==> src/rtl/serial_subtractor.sv <==
// serial_subtractor: bit-serial WIDTH-bit subtractor, DIFF = A - B - BIN.
// One bit per clock, LSB first. Each bit uses a one-hot minterm cell over
// {a_bit, b_bit, borrow}. A start/busy/done handshake wraps the datapath.
// Optional feature macro: SUB_OVF_EN enables the signed overflow flag (ovf).
// When SUB_OVF_EN is not defined, ovf is tied to 0 and no extra flops exist.
module serial_subtractor #(
  parameter int WIDTH = 8
) (
  input  logic             clk,
  input  logic             rst,
  input  logic             start,
  input  logic [WIDTH-1:0] a,
  input  logic [WIDTH-1:0] b,
  input  logic             bin,
  output logic             busy,
  output logic             done,
  output logic [WIDTH-1:0] diff,
  output logic             bout,
  output logic             ovf
);

  localparam int CNT_W = $clog2(WIDTH + 1);
  localparam logic [CNT_W-1:0] LAST_BIT = CNT_W'(WIDTH - 1);

  typedef enum logic [1:0] {
    ST_IDLE = 2'd0,
    ST_RUN  = 2'd1,
    ST_DONE = 2'd2
  } state_t;

  state_t           state_r;
  state_t           state_nxt_s;
  logic [WIDTH-1:0] sa_r;
  logic [WIDTH-1:0] sb_r;
  logic [WIDTH-1:0] res_r;
  logic             brw_r;
  logic [CNT_W-1:0] cnt_r;
  logic [1:0]       cell_s;
  logic             last_s;

  // One-hot minterm subtract cell. Result is {borrow_out, difference}.
  // Minterm index is {x, y, borrow_in}.
  function automatic logic [1:0] sub_cell(input logic x, input logic y, input logic bi);
    logic [7:0] m;
    m = 8'd1 << {x, y, bi};
    return {m[1] | m[2] | m[3] | m[7], m[1] | m[2] | m[4] | m[7]};
  endfunction

  // Evaluate the current bit cell and detect the final bit position
  always_comb begin
    cell_s = sub_cell(sa_r[0], sb_r[0], brw_r);
    last_s = (cnt_r == LAST_BIT);
  end

  // Next-state logic for IDLE -> RUN -> DONE -> IDLE
  always_comb begin
    state_nxt_s = state_r;
    case (state_r)
      ST_IDLE: begin
        if (start) state_nxt_s = ST_RUN;
        else       state_nxt_s = ST_IDLE;
      end
      ST_RUN: begin
        if (last_s) state_nxt_s = ST_DONE;
        else        state_nxt_s = ST_RUN;
      end
      ST_DONE: state_nxt_s = ST_IDLE;
      default: state_nxt_s = ST_IDLE;
    endcase
  end

  // State register with registered busy/done decoded from the next state
  always_ff @(posedge clk) begin
    if (rst) begin
      state_r <= ST_IDLE;
      busy    <= 1'b0;
      done    <= 1'b0;
    end else begin
      state_r <= state_nxt_s;
      busy    <= (state_nxt_s == ST_RUN);
      done    <= (state_nxt_s == ST_DONE);
    end
  end

  // Operand capture, bit-serial shifting and result publication
  always_ff @(posedge clk) begin
    if (rst) begin
      sa_r  <= '0;
      sb_r  <= '0;
      res_r <= '0;
      brw_r <= 1'b0;
      cnt_r <= '0;
      diff  <= '0;
      bout  <= 1'b0;
    end else begin
      case (state_r)
        ST_IDLE: begin
          if (start) begin
            sa_r  <= a;
            sb_r  <= b;
            brw_r <= bin;
            cnt_r <= '0;
          end
        end
        ST_RUN: begin
          res_r <= {cell_s[0], res_r[WIDTH-1:1]};
          sa_r  <= sa_r >> 1;
          sb_r  <= sb_r >> 1;
          brw_r <= cell_s[1];
          cnt_r <= cnt_r + CNT_W'(1);
          // diff/bout keep the previous result until the final bit lands
          if (last_s) begin
            diff <= {cell_s[0], res_r[WIDTH-1:1]};
            bout <= cell_s[1];
          end
        end
        default: begin
        end
      endcase
    end
  end

`ifdef SUB_OVF_EN
  logic a_msb_r;
  logic b_msb_r;

  // Capture operand signs at acceptance; publish overflow with the result
  always_ff @(posedge clk) begin
    if (rst) begin
      a_msb_r <= 1'b0;
      b_msb_r <= 1'b0;
      ovf     <= 1'b0;
    end else if (state_r == ST_IDLE && start) begin
      a_msb_r <= a[WIDTH-1];
      b_msb_r <= b[WIDTH-1];
    end else if (state_r == ST_RUN && last_s) begin
      // The final difference bit computed this cycle is the result MSB
      ovf <= (a_msb_r != b_msb_r) && (cell_s[0] != a_msb_r);
    end
  end
`else
  assign ovf = 1'b0;
`endif

endmodule

==> config.mk <==
export PLATFORM = sky130hd
export DESIGN_NAME = serial_subtractor
export DESIGN_NICKNAME = d
export VERILOG_FILES = /design/src/rtl/serial_subtractor.sv
export SDC_FILE = /design/constraint.sdc
export NUM_CORES = 1
export LEC_CHECK = 0
export CAP_MARGIN = 20
export CORE_ASPECT_RATIO = 0.9
export CORE_MARGIN = 5
export CORE_UTILIZATION = 50
export CTS_CLUSTER_DIAMETER = 30
export DETAILED_ROUTE_END_ITERATION = 12
export GPL_TIMING_DRIVEN = 0
export PLACE_DENSITY = 0.78
export SYNTH_ARGS = -nofsm -noshare
export SYNTH_HDL_FRONTEND = slang
export SYNTH_SLANG_ARGS = --single-unit
export TNS_END_PERCENT = 30
==> constraint.sdc <==
create_clock -name clk -period 1.35 [get_ports clk]
set_input_delay 0.2025 -clock clk [delete_from_list [all_inputs] [get_ports clk]]
set_output_delay 0.2025 -clock clk [all_outputs]
set_load 0.02 [all_outputs]
==> results_dict.tcl <==
set metrics [dict create \
    status "finished, final reports clean" \
    synth.largest_area_cell "dfxtp_1" \
    skew_ns 0.00572 \
    rows 19 \
    core_area_mm2 0.00311 \
    place_ws_ns -0.209 \
    ctsHoldBuffers 0 \
    period_share_pct 98.7 \
    grt.overflow.total 0 \
    fmax_ghz 0.751 \
    antenna_found_initial 0 \
    dp_hpwl_um 2710 \
    cp.required_ns 1.50 \
    dieArea_mm2 0.00457 \
    startpoint_type "register" \
    drt-initial-drc-count 128 \
    fp.dieH_um 64.6 \
    final_cells 263 \
    r2r_start "sa_r[0]$_SDFFE_PP0P_" \
    h-tree-depth 2 \
    setup_slack_ns 0.0178 \
    p_leak_nw 0.802 \
    synthTopCellsByArea "dfxtp_1 (50%), a211oi_1 (7.7%), o22ai_1 (5.7%), a21oi_1 (4.8%), nor2_1 (4.3%)" \
    dpl_cell_area_mm2 0.00200 \
    ys_ff_latch 41 \
    ys_async_sr_fraction_pct 0 \
    placed_cells 255 \
    grt_usage_pct 18.5 \
    synth_flop_cell "dfxtp_1" \
    syn_nets 206 \
    ff2ff_setup_slack_ns 0.02 \
    slew_headroom_pct 64.1 \
    hold_path_startpoint "rst" \
    fin_nets 242 \
    synth_edf_count 0 \
    pin_count 32 \
    finalWirelength_um 4030 \
    cp-end-kind "register" \
    hold_path_class "input pin to register" \
    drive_above_1_share_pct 13.6 \
    grt_pass1_vias 1471 \
    syn_inst 184 \
    clkTransAtPathRegs_ns 0.07 \
    arrival_ns 1.48 \
    worst_slew_pin_slew_ns 0.538 \
    fin_setup_tns_ns 0 \
    via_count 1507 \
    cts_buffers 5 \
    n_fill_cell 255 \
    portBuffers 29 \
    wl_per_cell_um 15.3 \
    final-setup-viol-count 0 \
    antenna_cells 0 \
    ir_drop_uv 655 \
    cts_sinks 41 \
    die_w_um 70.7 \
    period_minus_slack_ns 1.33 \
    syn_avg_cell_area_um2 9.01 \
    drc 0 \
    clkLatencyLatePin_ns 0.29 \
    root_buffer "clkbuf_8" \
    ant_nets 0 \
    timing.hold.ws_ns 0.207 \
    powerDensity_mw_per_mm2 1100 \
    synth_cell_type_count 32 \
    synthToLayoutAreaGrowth_pct 30.0 \
    grt_max_degree 12 \
    finalInstanceArea_mm2 0.00216 \
    crit_path_start "sa_r[0]$_SDFFE_PP0P_" \
    start_util_pct 53.2 \
    synth.top_cell.area_share_pct 49.5 \
    grt_pass1_wl_um 6820 \
    clockBufferDepth 2 \
    final-hold-violation-count 0 \
    crit_fanout 2 \
    yosysSeqAreaShare_pct 49.5 \
    dr.pass1.iters 4 \
    maxCapViolations 0 \
    cts_tree "yes" \
    synth_area_mm2 0.00166 \
    vias_per_cell 5.73 \
    slew_violations 0 \
    gp_congestion 0.790 \
    criticalPathCategory "register to register" \
    yosys_warnings 0 \
]
[metrics by stage]
step / util [%] / total power, mW
floorplan: - / 1.51
global placement: 64.2 / 1.61
detailed placement: 64.2 / 1.62
CTS: 66.9 / 2.36
global route: 69.2 / 2.47
finish: 69.2 / 2.37
[cell families (layout without fill, tap and decap cells)]
group / after synthesis / after routing / synth area share, %
other: 1 / 1 / 0.226
buffers and inverters: 20 / 57 / 6.49
multiplexers: 1 / 1 / 0.604
AND/OR/NAND/NOR: 54 / 54 / 15.0
AO/OA/AOI/OAI: 65 / 65 / 26.2
adder cells (fa/ha/maj): 2 / 2 / 1.96
flip-flops: 41 / 41 / 49.5
[timing repair]
action	CTS	global route
pin swaps	0	1
setup buffers	0	0
setup endpoints to repair	15	18
gates resized for setup	16	22
[power by group]
part	total [mW]	switching, mW	internal [mW]
sequential	1.30	0.0341	1.27
combinational	0.316	0.161	0.155
clock	0.758	0.391	0.367
[cell usage in the layout, fill, tap and decap left out, drive strengths merged, types with 3 or more instances in the layout]
| cell type | count |
|---|---|
| dfxtp | 41 |
| nor2 | 19 |
| clkdlybuf4s50 | 18 |
| a211oi | 17 |
| a21oi | 16 |
| nand2 | 15 |
| o22ai | 15 |
| clkbuf | 15 |
| dlygate4sd2 | 11 |
| nand3 | 10 |
| buf | 10 |
| o31ai | 8 |
| inv | 3 |
| a22oi | 3 |
[area by class of cell]
cell class              count  area, µm²  area share (%)
well taps                  42       52.6            2.44
repair buffers             29        277            12.8
plain buffers              17        123            5.69
flip-flops and latches     41        823            38.2
multi-input cells         123        790            36.6
clock buffers               8       80.1            3.71
inverters                   3       11.3           0.522
[cell usage after synthesis (2+ instances only)]
master,number
a211oi_1,17
a21oi_1,16
a22oi_1,3
buf_2,5
buf_4,3
buf_6,2
clkbuf_1,7
dfxtp_1,41
inv_1,3
nand2_1,15
nand3_1,10
nor2_1,19
nor3b_1,2
nor4_1,2
o22ai_1,15
o31ai_1,8
[flip-flops by register name (all words and copies together), names as in the netlist]
signal and count:
diff 8, sa_r 8, sb_r 8, res_r 7, cnt_r 4, state_r 2
bout 1, brw_r 1, busy 1, done 1
[per-layer routing]
| layer | part of all wire [%] | global-route usage, % | vias up |
|---|---|---|---|
| met5 | 0 | 0 | - |
| met3 | 5.1 | 4.17 | 8 |
| li1 | - | - | 743 |
| met1 | 46 | 24.7 | 710 |
| met4 | 1.4 | 8.92 | 0 |
| met2 | 48 | 28.5 | 46 |
[path summary, 6_finish.rpt]
kind	end	depth (start not counted)
worst max-delay path	brw_r$_SDFFE_PP0P_	4
worst min-delay path	state_r[1]$_SDFF_PP0_	2
worst max register to register	brw_r$_SDFFE_PP0P_	4
worst min register to register	diff[2]$_SDFFE_PP0P_	2
[worst max-delay path, cell delays in order, from the launching register on]
cell	delay, ns
dfxtp_1	0.32
inv_1	0.06
fa_1	0.48
o22ai_2	0.23
a211oi_2	0.11
Power figures use the tool's default switching activity.
